## config.mk

```make
export PLATFORM = sky130hd
export DESIGN_NAME = swd_dp_target
export DESIGN_NICKNAME = d
export VERILOG_FILES = /design/src/rtl/swd_dp_target.sv
export SDC_FILE = /design/constraint.sdc
export NUM_CORES = 1
export LEC_CHECK = 0
export CORE_MARGIN = 3
export CORE_UTILIZATION = 62
export DETAILED_ROUTE_END_ITERATION = 6
export GPL_ROUTABILITY_DRIVEN = 0
export PLACE_DENSITY_LB_ADDON = 0.08
export SYNTH_ARGS = -nofsm -noshare
export SYNTH_HDL_FRONTEND = slang
export SYNTH_SLANG_ARGS = --single-unit
export TNS_END_PERCENT = 20
```

## constraint.sdc

```tcl
create_clock -name clk_i -period 12.3 [get_ports clk_i]
set_input_delay 3.69 -clock clk_i [delete_from_list [all_inputs] [get_ports clk_i]]
set_output_delay 3.69 -clock clk_i [all_outputs]
set_load 0.1 [all_outputs]
```

## src/rtl/swd_dp_target.sv

```systemverilog
// SW-DP target front end: oversampled SWD slave holding DP registers and issuing MEM-AP requests.
// Latency: SYNC_STAGES+1 clk_i from pad SWCLK rise to protocol event; SWDIO drive updates one clk_i later.
// Backpressure: AP/RDBUFF accesses answer WAIT while ap_req_o is outstanding; ap_req_o holds until ap_ack_i.
//
// Ports:
//   clk_i, rst_i                    system clock (>= 4x SWCLK), async active-high reset
//   swclk_i, swdio_i                asynchronous pad inputs
//   swdio_o, swdio_oen_o            SWDIO drive value / release (1 = host drives)
//   swd_active_o                    JTAG-to-SWD select sequence seen
//   ap_req_o .. ap_ack_i            MEM-AP request/acknowledge port
//   c*pwrupreq_o, c*pwrupack_i      power-up handshake, reflected in CTRL/STAT
module swd_dp_target #(
  parameter logic [31:0] IDCODE      = 32'h2BA01477,
  parameter int          SYNC_STAGES = 2
) (
  input  logic        clk_i,
  input  logic        rst_i,
  input  logic        swclk_i,
  input  logic        swdio_i,
  output logic        swdio_o,
  output logic        swdio_oen_o,
  output logic        swd_active_o,
  output logic        ap_req_o,
  output logic        ap_wr_o,
  output logic [7:0]  ap_addr_o,
  output logic [31:0] ap_wdata_o,
  input  logic [31:0] ap_rdata_i,
  input  logic        ap_ack_i,
  output logic        cdbgpwrupreq_o,
  output logic        csyspwrupreq_o,
  input  logic        cdbgpwrupack_i,
  input  logic        csyspwrupack_i
);

  localparam logic [2:0] ACK_OK    = 3'b001;
  localparam logic [2:0] ACK_WAIT  = 3'b010;
  localparam logic [2:0] ACK_FAULT = 3'b100;

  typedef enum logic [3:0] {
    S_SEEK, S_IDLE, S_HDR, S_TRN1, S_ACK, S_RDATA, S_TRN2, S_WTRN, S_WDATA
  } state_t;

  state_t state, state_nxt;

  // Pad synchronizers and SWCLK rising-edge event
  logic [SYNC_STAGES-1:0] clk_sync, dio_sync;
  logic                   clk_prev, ev, sbit;

  always_ff @(posedge clk_i or posedge rst_i) begin
    if (rst_i) begin
      clk_sync <= '0;
      dio_sync <= '0;
      clk_prev <= 1'b0;
      ev       <= 1'b0;
      sbit     <= 1'b0;
    end else begin
      clk_sync <= {clk_sync[SYNC_STAGES-2:0], swclk_i};
      dio_sync <= {dio_sync[SYNC_STAGES-2:0], swdio_i};
      clk_prev <= clk_sync[SYNC_STAGES-1];
      ev       <= clk_sync[SYNC_STAGES-1] & ~clk_prev;
      sbit     <= dio_sync[SYNC_STAGES-1];
    end
  end

  // Protocol datapath state
  logic [5:0]  cnt, ones_cnt;
  logic [15:0] sr16;
  logic [5:0]  hdr;        // {stop, parity, A3, A2, RnW, APnDP}
  logic [2:0]  ack_r;
  logic [31:0] rsh, wsh, rdbuff;
  logic [3:0]  apbank;
  logic        lr_seen, zero_seen, sticky, wderr;

  logic        apndp, rnw, hdr_ok, line_rst, seq_match, sel_done;
  logic        err, exempt, ap_path, wpar_ok;
  logic [1:0]  a;
  logic [2:0]  ack_sel;
  logic [31:0] ctrl_stat, rd_val;

  assign apndp = hdr[0];
  assign rnw   = hdr[1];
  assign a     = hdr[3:2];

  // Evaluated on the park-bit event: sbit is the park bit itself
  assign hdr_ok    = (hdr[4] == ^hdr[3:0]) && !hdr[5] && sbit;
  // ones_cnt counts ones before this event, so >=49 makes this the 50th
  assign line_rst  = ev && sbit && (ones_cnt >= 6'd49);
  assign seq_match = ({sbit, sr16[15:1]} == 16'hE79E);
  // Second consecutive low bit after a line reset that followed selection
  assign sel_done  = swd_active_o && lr_seen && zero_seen && !sbit;
  assign wpar_ok   = (sbit == ^wsh);

  // Error flags must stay recoverable: IDCODE/CTRL reads and ABORT always go through
  assign err     = sticky | wderr;
  assign exempt  = !apndp && (rnw ? (a <= 2'd1) : (a == 2'd0));
  assign ap_path = apndp || (rnw && (a == 2'd3));

  always_comb begin
    ack_sel = ACK_OK;
    if (err && !exempt)
      ack_sel = ACK_FAULT;
    else if (ap_path && ap_req_o)
      ack_sel = ACK_WAIT;
  end

  assign ctrl_stat = {csyspwrupack_i, csyspwrupreq_o, cdbgpwrupack_i, cdbgpwrupreq_o,
                      20'h0, wderr, 1'b0, sticky, 5'h0};

  always_comb begin
    rd_val = rdbuff;
    if (!apndp) begin
      case (a)
        2'd0:    rd_val = IDCODE;
        2'd1:    rd_val = ctrl_stat;
        2'd2:    rd_val = 32'h0;
        default: rd_val = rdbuff;
      endcase
    end
  end

  // FSM: state register
  always_ff @(posedge clk_i or posedge rst_i) begin
    if (rst_i) state <= S_SEEK;
    else       state <= state_nxt;
  end

  // FSM: next state
  always_comb begin
    state_nxt = state;
    if (ev) begin
      if (line_rst) begin
        state_nxt = S_SEEK;
      end else begin
        case (state)
          S_SEEK:  if (sel_done) state_nxt = S_IDLE;
          S_IDLE:  if (sbit) state_nxt = S_HDR;
          S_HDR:   if (cnt == 6'd6) state_nxt = hdr_ok ? S_TRN1 : S_IDLE;
          S_TRN1:  state_nxt = S_ACK;
          S_ACK:   if (cnt == 6'd2)
                     state_nxt = (ack_r != ACK_OK) ? S_TRN2 : (rnw ? S_RDATA : S_WTRN);
          S_RDATA: if (cnt == 6'd32) state_nxt = S_TRN2;
          S_TRN2:  state_nxt = S_IDLE;
          S_WTRN:  state_nxt = S_WDATA;
          S_WDATA: if (cnt == 6'd32) state_nxt = S_IDLE;
          default: state_nxt = S_SEEK;
        endcase
      end
    end
  end

  // FSM: outputs (target drives only during ACK and read data)
  always_comb begin
    swdio_o     = 1'b0;
    swdio_oen_o = 1'b1;
    case (state)
      S_ACK: begin
        swdio_oen_o = 1'b0;
        swdio_o     = (cnt[1:0] == 2'd0) ? ack_r[0] :
                      (cnt[1:0] == 2'd1) ? ack_r[1] : ack_r[2];
      end
      S_RDATA: begin
        swdio_oen_o = 1'b0;
        swdio_o     = cnt[5] ? ^rsh : rsh[cnt[4:0]];
      end
      default: ;
    endcase
  end

  always_ff @(posedge clk_i or posedge rst_i) begin
    if (rst_i) begin
      cnt            <= '0;
      ones_cnt       <= '0;
      sr16           <= '0;
      hdr            <= '0;
      ack_r          <= '0;
      rsh            <= '0;
      wsh            <= '0;
      rdbuff         <= '0;
      apbank         <= '0;
      lr_seen        <= 1'b0;
      zero_seen      <= 1'b0;
      sticky         <= 1'b0;
      wderr          <= 1'b0;
      swd_active_o   <= 1'b0;
      ap_req_o       <= 1'b0;
      ap_wr_o        <= 1'b0;
      ap_addr_o      <= '0;
      ap_wdata_o     <= '0;
      cdbgpwrupreq_o <= 1'b0;
      csyspwrupreq_o <= 1'b0;
    end else begin
      // A new request is only issued with ap_req_o low, so this never races it
      if (ap_ack_i && ap_req_o) begin
        ap_req_o <= 1'b0;
        if (!ap_wr_o) rdbuff <= ap_rdata_i;
      end
      if (ev) begin
        cnt      <= (state_nxt != state) ? 6'd0 : cnt + 6'd1;
        ones_cnt <= !sbit ? 6'd0 : (ones_cnt == 6'd50) ? ones_cnt : ones_cnt + 6'd1;
        if (state == S_SEEK) sr16 <= {sbit, sr16[15:1]};
        if (line_rst) begin
          apbank    <= '0;
          lr_seen   <= 1'b1;
          zero_seen <= 1'b0;
        end else begin
          case (state)
            S_SEEK: begin
              zero_seen <= !sbit;
              if (seq_match) begin
                swd_active_o <= 1'b1;
                lr_seen      <= 1'b0;
              end
              if (sel_done) begin
                lr_seen   <= 1'b0;
                zero_seen <= 1'b0;
              end
            end
            S_HDR: if (cnt != 6'd6) hdr <= {sbit, hdr[5:1]};
            S_TRN1: ack_r <= ack_sel;
            S_ACK: begin
              // AP reads are posted: return the old RDBUFF, fetch the new value now
              if (cnt == 6'd2 && ack_r == ACK_OK && rnw) begin
                rsh <= rd_val;
                if (apndp) begin
                  ap_req_o  <= 1'b1;
                  ap_wr_o   <= 1'b0;
                  ap_addr_o <= {apbank, a, 2'b00};
                end
              end
            end
            S_WDATA: begin
              if (!cnt[5]) begin
                wsh <= {sbit, wsh[31:1]};
              end else if (!wpar_ok) begin
                wderr <= 1'b1;
              end else if (apndp) begin
                ap_req_o   <= 1'b1;
                ap_wr_o    <= 1'b1;
                ap_addr_o  <= {apbank, a, 2'b00};
                ap_wdata_o <= wsh;
              end else begin
                case (a)
                  2'd0: begin
                    if (wsh[2]) sticky <= 1'b0;
                    if (wsh[3]) wderr  <= 1'b0;
                  end
                  2'd1: begin
                    csyspwrupreq_o <= wsh[30];
                    cdbgpwrupreq_o <= wsh[28];
                  end
                  2'd2:    apbank <= wsh[7:4];
                  default: ;
                endcase
              end
            end
            default: ;
          endcase
        end
      end
    end
  end

endmodule

```

# Word-level counts from Yosys, hierarchy flattened

Cells that the tools add are included.

Magnitude comparators: 3
Muxes and demuxes: 63
Bitwise logic cells: 6
Divide/modulo/power cells: 0
Equal/unequal tests: 33
Shifts and indexed selects: 0
Reduce and logical (&&, ||, !) cells: 49
Add/sub/neg operators: 2
Multiply operators: 0

Operator list:

| kind                 | count |
|---|---|
| $pmux 32 s3          | 1 |
| $reduce_xor 32->1    | 2 |
| $mux 4               | 14 |
| $pmux 4 s9           | 1 |
| $mux 32              | 1 |
| $mux 8               | 4 |
| $mux 1               | 29 |
| $mux 6               | 3 |
| $reduce_and 6->1     | 3 |
| $eq 16x16->1 const B | 1 |
| $eq 4x3->1 const B   | 4 |
| $ne 2x2->1 const B   | 8 |
| $pmux 8 s2           | 1 |
| $reduce_and 4->1     | 4 |
| $logic_and 1x1->1    | 14 |
| $reduce_and 7->1     | 2 |
| $add 6x1->6 const B  | 2 |
| $eq 6x6->1 const B   | 2 |
| $reduce_bool 2->1    | 6 |
| $eq 4x2->1 const B   | 2 |
| $mux 2               | 4 |
| $reduce_and 2->1     | 4 |
| $reduce_and 8->1     | 1 |
| $eq 6x2->1 const B   | 1 |
| 27 further kinds     | 42 |

Bits of input ports: 39
Memories: 0
Bits in read-only memories: 0
Memory bits (writable): 0
Latch bits: 0
Word-level logic and storage cells: 181
Output and inout bits: 47
Register bits: 196

# Logic depth before layout (Yosys ltp)

Gate-level depths: netlist of the first run.

Depth after elaboration: 11
Gate-level depth with buffers: 10
Gate-level depth less buffers: 9

# Worst setup path after synthesis of the first run

Ideal clock, no wire load.

Path type: reg2out
Start point: reg cnt[1]
End point: out swdio_o
Cell stages (with the launch flop): 7
Arrival time: 2.306 ns
Path buffers: 1
Path slack: 6.304 ns
Data required time: 8.610 ns
Cell sequence: dfrtp_1 > buf_2 > mux4_2 > mux4_2 > a211oi_1 > a21oi_1 > a31o_2

Word-level cells in the longest chain between the ends: 4
Elaborated cells between the ends (all ways): 8
Those cells by class: eq/ne: 1; mux: 6; reduce/logical: 1

RTL lines:

| what                                     | RTL line | text |
|---|---|---|
| start, declared                          | 66       | `logic [5:0] cnt, ones_cnt;` |
| start signal, assigned                   | 198      | `cnt <= (state_nxt != state) ? 6'd0 : cnt + 6'd1;` |
| $bmux 1 s5 or $eq 2x1->1 (tied branches) | 163, 159 |  |
| $mux 1, on equally long branches         | 163, 159 |  |
| $mux 1, on equally long branches         | 163, 158 |  |
| $pmux 1 s2 (*)                           | 155      | `case (state)` |
| end, declared                            | 20       | `output logic swdio_o,` |

Mark *: on every way between the ends. The rest lies on a longest branch, timed or not. The select of a mux whose other input is x is not followed.

# Final worst setup path of the first run

Ends and elaborated chain as after synthesis.

==> summary.md, run 1 <==
| Metric | Value |
|---|---|
| Status | finished, final reports clean |
| Setup CP Type | register to primary output |
| Drt pass-1 iters | 5 |
| WL per Instance | 17.9 µm |
| Htree depth | 4 |
| DRC Markers | 0 |
| Yosys reg bits | 193 |
| CTS Hold Bufs | 0 |
| Final Power | 1.42 mW |
| CP Data Required Time | 8610 ps |
| Met3 Use GR | 0.0455 |
| Vias in the first global route | 5996 |
| Core area | 14000 µm² |
| Pleak | 4.82 nW |
| Layout net count | 870 |
| Total I/O pin count | 86 |
| Synth warnings | 0 |
| Synth unique cells | 58 |
| Cts repair resizes | 0 |
| Reg clk slew, reported paths | 70 ps |
| Crit-path max cell delay | 960 ps |
| Clk Tree Root Cell | clkbuf_16 |
| Multiplexer share of the synthesized area | 0.178 |
| Final min period | 7450 ps |
| Yosys top cell by area | dfrtp_1 |
| Max Clock Skew | 11.6 ps |
| Hold Path Class | register to register |
| Placed Instances | 979 |
| Synth Area in Compound Gates | 0.0721 |
| RSZ-0062 raised after global routing | false |
| Post-synthesis adder-cell area fraction | 0.0180 |
| F_max | 0.134 GHz |
| Row count | 43 |
| Sequential element share of the synthesized area | 0.535 |
| Worst-skew pair later-pin latency | 440 ps |
| ANT nets after route | 0 |
| Initial Util | 0.643 |
| Max transition margin | 0.325 |
| CTS tree | done |
| Post-Synthesis Cells | 751 |
| # diodes | 0 |
| Setup Buffers After CTS | 0 |
| Fin crit share | 0.606 |
| Die H | 127 µm |
| Worst-path maximum fanout | 12 |
| CTS buffer count | 17 |
| First-pass GRT wire length | 30300 µm |
| Hold Startpoint | clk_sync[0] |
| Crit path launch | cnt[1] |
| Post-Synth Simple-Gate Area | 0.0927 |
| # setup viols final | 0 |
| Most used cell, CP | mux4_2 |
| Power per standard cell area | 135 nW/µm² |
| Vias | 5908 |
| Layout area overhead | 16.5% |
| Clock Sinks | 193 |
| Vias per cell | 5.84 |
| Initial antenna violation count | 0 |
| Grt peak-use layer | met2 |
| Syn_area_per_cell | 12.0 µm² |
| DRT Wirelength | 18100 µm |
| Fin. max-slew vios | 0 |
| Final-report hold violation count | 0 |
| DP Area | 9920 µm² |
| Post-synth EDFFs | 0 |
| Post-detail-place hpwl | 12500 µm |
| CP Data Arrival Time | 3760 ps |
| Die width | 127 µm |
| Worst path cell trace | mux4_2, mux4_2, a211oi_1, a21oi_1, a31o_2, clkdlybuf4s50_1 |
| Startpoint types | register |
| Post-synth top area share | 0.535 |
| Port bufs | 83 |
| Final Instance Area | 10500 µm² |
| CP endpoint kind | primary output |
| GRT Overall Usage | 0.236 |
| Least-Margin Pin Slew | 1010 ps |
| Ys flop type | dfrtp_1 |
| Met1 usage | 0.333 |
| Largest net degree at the start of global routing | 97 |
| VDD IR max | 133 µV |
| Max-cap violations | 0 |
| Met2 GRT Util | 0.378 |
| Critical-path top delay cell | clkdlybuf4s50_1 |
| Post-synth ARST share | 1.00 |
| Synth area leaders | dfrtp_1 (54%), mux2_2 (15%), xnor2_1 (5.3%) |
| Layout cells sized above 1 | 0.214 |
| Setup TNS Final | 0 ps |
| Largest family of logic cells by synthesized area | multiplexers |
| Reg-to-reg startpoint | ones_cnt[0] |
| Synth Cell Area | 9030 µm² |
| Die area | 16000 µm² |
| Post-Synth XOR/XNOR Area | 0.0721 |
| Layout Cells excl Fill | 1011 |
| Overflow after GRT | 0 |
| Initial DRC Count | 389 |
| CTS max path bufs | 2 |
[cell families (layout without fill, tap and decap cells)]
group,Yosys count,count (layout)
DFF,193,193
and+or+nand+nor,178,178
muxes,134,134
AOI/OAI and AO/OA,103,103
xor gates and xnor gates,71,71
buffers and inverters,58,137
adders and majority gates,13,13
other,1,2
[worst max-delay path, delay by kind of cell (launching register included)]
family	cells	cell delay [ps]
buffers and inverters	1	960
flip-flops	1	710
AO/OA/AOI/OAI	3	570
multiplexers	2	1080
[power breakdown]
| part | switching (mW) | leakage [nW] | total (mW) | internal [mW] |
|---|---|---|---|---|
| Clock | 0.253 | 0.285 | 0.559 | 0.306 |
| Combinational | 0.0561 | 1.95 | 0.123 | 0.0671 |
| Sequential | 0.0561 | 2.59 | 0.735 | 0.679 |
| Total | 0.366 | 4.82 | 1.42 | 1.05 |
[worst paths after layout]
check | to | slack, ps | cells past startpoint
max in group asynchronous | ap_wdata_o[7] | 7330 | 3
worst max-delay path | swdio_o | 4850 | 6
worst max register to register | ap_wdata_o[10] | 9310 | 8
worst min register to register | clk_sync[1] | 370 | 0
min in group asynchronous | rsh[26] | 3820 | 2
worst min-delay path | clk_sync[1] | 370 | 0
[metal layers]
| metal | wire length (µm) | vias up |
|---|---|---|
| met4 | 217 | 0 |
| met2 | 8980 | 144 |
| met5 | 0 | - |
| li1 | - | 2775 |
| met1 | 8240 | 2968 |
| met3 | 681 | 21 |
[Yosys cell counts, types with 3 or more instances]
master       n
o2bb2ai_1    3
mux4_2       9
a21oi_1     42
a311o_1      3
xor2_1      13
or3_1        4
nor2_1      35
o31ai_1      9
o21ai_0     15
inv_1       16
dfrtp_1    193
and3_1       4
nand2_1     60
a21o_1       3
nor2b_1      4
mux2_2     122
ha_1        13
clkbuf_1    34
nand4_1     11
a31o_2       3
nor3_1      15
buf_12       3
a31oi_1      6
nor3b_1      3
nand2b_1     5
xnor2_1     55
nand3_1     28
[cell type report]
| class | count | area, µm² |
|---|---|---|
| inverter | 16 | 65.1 |
| clock buffer | 17 | 425 |
| clock inverter | 15 | 171 |
| tap | 180 | 225 |
| fill | 913 | 3530 |
| timing repair buffer | 89 | 876 |
| multi-input combinational | 501 | 3920 |
| sequential | 193 | 4830 |
[sequential cells by signal (all words and copies together), names as in the netlist, 2 cells and up]
register and cells:
apbank 4, ap_wdata_o 32, ack_r 3, ap_addr_o 6
clk_sync 2, state 4, sr16 15, wsh 32
hdr 6, cnt 6, rdbuff 32, dio_sync 2
rsh 32, ones_cnt 6
[metrics by stage]
step           hold slack [ps]  utilization  setup WS, ps
3_3_place_gp               340        0.706          5310
4_1_cts                    360        0.749          4810
6_report                   366        0.749          4850
5_1_grt                    369        0.749          4640
2_1_floorplan              331            -          3350
3_5_place_dp               337        0.706          5270
[placed cells by master (no fill, tap or decap), types with 3 or more instances in the layout]
cell type        synthesis  final
a21o_1                   3      3
a21oi_1                 42     42
a311o_1                  3      3
a31o_2                   3      3
a31oi_1                  6      6
and3_1                   4      4
buf_4                    2      6
clkbuf_16                0     17
clkdlybuf4s50_1          0     83
clkinvlp_4               0      3
dfrtp_1                193    193
ha_1                    13     13
inv_1                   16     15
inv_6                    0      6
mux2_2                 122    122
mux4_2                   9      9
nand2_1                 60     60
nand2b_1                 5      5
nand3_1                 28     28
nand4_1                 11     11
nor2_1                  35     35
nor2b_1                  4      4
nor3_1                  15     14
nor3b_1                  3      3
o21ai_0                 15     15
o2bb2ai_1                3      3
o31ai_1                  9      9
or3_1                    4      4
xnor2_1                 55     55
xor2_1                  13     13
(Power assumes the default switching activity.)
==> inputs of run 2 (changes only) <==
Settings changed: CORE_UTILIZATION 62 to 57.
Clock period 12.3 ns to 7.2 ns, I/O delays scaled along.
==> summary.md, run 2 (synthesis results as in run 1) <==
| Metric | Value |
|---|---|
| # diodes | 0 (unchanged) |
| GRT Overall Usage | 0.210 (-0.0258) |
| Most used cell, CP | mux4_2 |
| Overflow after GRT | 0 (unchanged) |
| CP Data Arrival Time | 3770 ps (about the same) |
| DRC Markers | 0 (unchanged) |
| # setup viols final | 0 (unchanged) |
| Worst-path maximum fanout | 12 (unchanged) |
| Layout area overhead | 17.1% |
| Met2 wire length | 8440 µm (-6.1%) |
| WL per Instance | 16.8 µm (-6.3%) |
| Critical-path top delay cell | clkdlybuf4s50_1 |
| Crit-path max cell delay | 960 ps (about the same) |
| Drt pass-1 iters | 5 (unchanged) |
| Gate power share | 0.086 (about the same) |
| Row count | 45 (+4.7%) |
| Clock Sinks | 193 (unchanged) |
| Fin crit share | 0.824 |
| Die area | 17400 µm² (+8.4%) |
| ANT nets after route | 0 (unchanged) |
| DR top layer | met4 |
| Cts repair resizes | 0 (unchanged) |
| Register Area | 4830 µm² (unchanged) |
| Initial Util | 0.587 (-0.0556) |
| Core area | 15400 µm² (+9.5%) |
| Die H | 132 µm (+4.1%) |
| CTS tree | done |
| Most frequent cells in the layout | dfrtp_1 (193), mux2_2 (122), clkdlybuf4s50_1 (83), nand2_1 (60), xnor2_1 (55) |
| CTS buffer count | 17 (unchanged) |
| Multi-input gate area | 3920 µm² (unchanged) |
| Max-cap violations | 0 (unchanged) |
| Reg-to-reg startpoint | wsh[3] |
| CP endpoint kind | primary output |
| CTS Hold Bufs | 0 (unchanged) |
| Clock network power share | 0.398 (+0.003) |
| Initial DRC Count | 382 (-1.8%) |
| Clk Tree Root Cell | clkbuf_16 |
| Worst hold slack | 350 ps (-15.1 ps) |
| Setup TNS Final | 0 ps (unchanged) |
| Setup Buffers After CTS | 0 (unchanged) |
| CTS max path bufs | 2 (unchanged) |
| Switching Fraction | 0.256 (-0.00202) |
| Status | finished, final reports clean |
| WL met1 | 8270 µm (+0.29%) |
| Post-detail-place hpwl | 12100 µm (-3.3%) |
| Layout net count | 869 (-0.11%) |
| Vias per cell | 5.59 (-4.3%) |
| Reg power frac | 0.516 (-0.002) |
| Worst-skew pair later-pin latency | 430 ps (about the same) |
| Total I/O pin count | 86 (unchanged) |
| DR WL met3 | 592 µm (-13%) |
| Crit path launch | cnt[1] |
| First-pass GRT wire length | 29800 µm (-1.4%) |
| Vias in the first global route | 5870 (-2.1%) |
| Port bufs | 83 (unchanged) |
| Max transition margin | 0.321 (-0.00411) |
| Setup CP Type | register to primary output |
| F_max | 0.169 GHz |
| Die width | 132 µm (+4.1%) |
| Htree depth | 4 (unchanged) |
| Largest net degree at the start of global routing | 194 (+100%) |
| RSZ-0062 raised after global routing | false |
| Placed Instances | 1009 (+3.1%) |
| Layout Cells excl Fill | 1041 (+3.0%) |
| Final min period | 5930 ps |
| Hold Startpoint | clk_sync[0] |
| Worst path cell trace | mux4_2, mux4_2, a211oi_1, a21oi_1, a31o_2, clkdlybuf4s50_1 |
| Reg clk slew, reported paths | 70 ps (about the same) |
| Most common cell after layout, fill and taps aside | dfrtp_1 |
| Initial antenna violation count | 0 (unchanged) |
| Net Sw Power | 0.622 mW (+70%) |
| DRT Wirelength | 17500 µm (-3.5%) |
| Fin. max-slew vios | 0 (unchanged) |
| Startpoint types | register |
| Vias | 5819 (-1.5%) |
| Max Clock Skew | 10.0 ps (-1.59 ps) |
| Layout cells sized above 1 | 0.213 (-0.000947) |
| VDD IR max | 200 µV (+50%) |
| WP buf/inv | 1 (unchanged) |
| Critical path's top delay family | multiplexers |
| Filler cells | 1138 (+25%) |
| Pleak | 4.82 nW (about the same) |
| Internal power | 1.81 mW (+72%) |
| Hold Path Class | register to register |
| CP Data Required Time | 5040 ps (-3570 ps) |
| Least-Margin Pin Slew | 1020 ps (+6.15 ps) |
| Final Power | 2.43 mW (+71%) |
| Power per standard cell area | 230 nW/µm² (+71%) |
| Final-report hold violation count | 0 (unchanged) |
==> run 2: power groups by stage <==
stage	sequential [mW]	clock (mW)	combinational [mW]
4_1_cts	1.25	0.985	0.213
3_5_place_dp	1.27	0	0.212
2_1_floorplan	1.22	0	0.191
5_1_grt	1.27	1.03	0.234
6_report	1.25	0.966	0.209
3_3_place_gp	1.27	0	0.199
==> run 2: layer usage <==
layer  vias to the layer above  global-route usage
met3                        14              0.0427
li1                       2787                   -
met2                       114               0.338
met5                         -                   0
met1                      2904               0.292
met4                         0              0.0613
==> run 2: worst reg2reg max path: stages, from the launching register on <==
cell and delay (ps):
dfrtp_1 460, xnor2_1 170, xnor2_1 140, xnor2_1 340, xnor3_1 460, xnor2_2 280, and3_1 200, buf_4 390
mux2_2 410
==> run 2: area by class of cell <==
cell class,count,area share
repair buffers,88,0.0834
well taps,211,0.0250
inverters,16,0.00604
multi-input cells,501,0.371
clock inverters,14,0.0157
clock buffers,18,0.0416
flip-flops and latches,193,0.457
==> run 2: stage by stage <==
stage / cell area [µm²] / utilization / setup WS [ps]
floorplan: 9030 / - / 2550
global placement: 9960 / 0.648 / 1730
detailed placement: 9960 / 0.648 / 1700
CTS: 10600 / 0.687 / 1230
global route: 10600 / 0.687 / 1050
finish: 10600 / 0.687 / 1270
==> run 2: final timing paths <==
check	depth (start not counted)	to	slack (ps)
worst max-delay path	6	swdio_o	1270
worst min-delay path	0	clk_sync[1]	350
worst max register to register	8	ap_wdata_o[29]	4240
worst min register to register	0	clk_sync[1]	350
max in group asynchronous	3	state[2]	4120
min in group asynchronous	3	ap_wdata_o[9]	2360
==> inputs of run 3 (changes only) <==
Clock period 7.2 ns to 6.11 ns, I/O delays scaled along.
==> summary.md, run 3 (synthesis results as in run 1) <==
| Metric | Value |
|---|---|
| Most frequent cells in the layout | dfrtp_1 (193), mux2_2 (122), clkdlybuf4s50_1 (83), nand2_1 (60), xnor2_1 (55) |
| CTS max path bufs | 2 (unchanged) |
| Layout Cells excl Fill | 1041 (unchanged) |
| Pleak | 4.81 nW (-0.21%) |
| Final-report hold violation count | 0 (unchanged) |
| Port bufs | 83 (unchanged) |
| Die width | 132 µm (unchanged) |
| Max Clock Skew | 13.5 ps (+3.46 ps) |
| Vias | 5834 (+0.26%) |
| Max-cap violations | 0 (unchanged) |
| Die H | 132 µm (unchanged) |
| Most used cell, CP | mux4_2 |
| Core area | 15400 µm² (unchanged) |
| CP endpoint kind | primary output |
| Initial DRC Count | 423 (+11%) |
| CTS buffer count | 17 (unchanged) |
| DRC Markers | 0 (unchanged) |
| First-pass GRT wire length | 30300 µm (+1.4%) |
| CP Data Required Time | 4280 ps (-760 ps) |
| Post-detail-place hpwl | 12200 µm (+0.48%) |
| WL per Instance | 17.2 µm (+2.4%) |
| Layout cells sized above 1 | 0.213 (unchanged) |
| Overflow after GRT | 0 (unchanged) |
| Cts repair resizes | 0 (unchanged) |
| Vias in the first global route | 5908 (+0.65%) |
| Clock Sinks | 193 (unchanged) |
| Clk Tree Root Cell | clkbuf_16 |
| Htree depth | 4 (unchanged) |
| Startpoint types | register |
| Setup TNS Final | 0 ps (unchanged) |
| GRT Overall Usage | 0.215 (+0.00461) |
| Layout area overhead | 16.8% |
| F_max | 0.179 GHz |
| Max transition margin | 0.298 (-0.0233) |
| CTS Hold Bufs | 0 (unchanged) |
| Critical-path top delay cell | clkdlybuf4s50_1 |
| Fin. max-slew vios | 0 (unchanged) |
| Total I/O pin count | 86 (unchanged) |
| Layout net count | 869 (unchanged) |
| DRT Wirelength | 17900 µm (+2.4%) |
| Die area | 17400 µm² (unchanged) |
| Status | finished, final reports clean |
| Worst-path maximum fanout | 12 (unchanged) |
| Initial Util | 0.587 (unchanged) |
| Crit-path max cell delay | 960 ps (about the same) |
| Power per standard cell area | 269 nW/µm² (+17%) |
| Worst-skew pair later-pin latency | 440 ps (about the same) |
| # diodes | 0 (unchanged) |
| Largest net degree at the start of global routing | 194 (unchanged) |
| Drt pass-1 iters | 4 (-1) |
| Final min period | 5600 ps |
| ANT nets after route | 0 (unchanged) |
| CP Data Arrival Time | 3770 ps (about the same) |
| Placed Instances | 1009 (unchanged) |
| # setup viols final | 0 (unchanged) |
| Least-Margin Pin Slew | 1050 ps (+38.2 ps) |
| CTS tree | done |
| Most common cell after layout, fill and taps aside | dfrtp_1 |
| Fin crit share | 0.916 |
| VDD IR max | 203 µV (+1.6%) |
| Vias per cell | 5.60 (+0.26%) |
| Row count | 45 (unchanged) |
| RSZ-0062 raised after global routing | false |
| Setup Buffers After CTS | 0 (unchanged) |
| Reg clk slew, reported paths | 70 ps (about the same) |
| Worst path cell trace | mux4_2, mux4_2, a211oi_1, a21oi_1, a31o_2, clkdlybuf4s50_1 |
| Worst hold slack | 350 ps (-0.340 ps) |
| Setup CP Type | register to primary output |
| Initial antenna violation count | 0 (unchanged) |
| Hold Path Class | register to register |
## run 3: cell count changes in the layout (fill, tap and decap cells not counted)
cell / change
bufinv_16: -1
clkinv_4: +1
## run 3: metal layers
| layer | vias up | part of all wire | track usage |
|---|---|---|---|
| met2 | 121 | 0.49 | 0.345 |
| li1 | 2785 | - | - |
| met4 | 0 | 0.010 | 0.0496 |
| met1 | 2909 | 0.46 | 0.298 |
| met5 | - | 0 | 0 |
| met3 | 19 | 0.043 | 0.0542 |
## run 3: layout make-up
type                       instances  area [µm²]
clock inverter                    14         145
timing repair buffer              88         881
clock buffer                      18         439
sequential                       193        4830
inverter                          16        63.8
fill                            1157        4830
tap                              211         264
multi-input combinational        501        3920
## run 3: final timing paths
path	from	endpoint	slack [ps]	depth (start not counted)
hold / removal	clk_sync[0]	clk_sync[1]	350	0
min in group asynchronous	rst_i	wsh[17]	1990	3
hold reg to reg	clk_sync[0]	clk_sync[1]	350	0
setup / recovery	cnt[1]	swdio_o	510	6
setup reg to reg	ones_cnt[0]	ap_wdata_o[22]	3110	8
max in group asynchronous	rst_i	apbank[2]	3290	3
## run 3: power breakdown
part           leakage, nW  switching [mW]  total (mW)  internal (mW)
logic                 1.94           0.111       0.247          0.136
registers             2.59           0.114        1.48           1.37
clock network        0.284           0.518        1.11          0.587
total                 4.81           0.743        2.83           2.09
## run 3: per-stage QoR
step                total power, mW  instance area [µm²]  worst slack (ps)  utilization
floorplan                      1.66                 9030              1790            -
global placement               1.73                 9960               971        0.648
detailed placement             1.75                 9960               938        0.648
CTS                            2.86                10500               450        0.686
global route                   2.95                10500               308        0.686
finish                         2.83                10500               511        0.686
## run 3: critical path, delay by kind of cell, from the launching register on
family | cells | cell delay (ps)
mux | 2 | 1070
buf+inv | 1 | 960
flops | 1 | 730
compound gates | 3 | 580
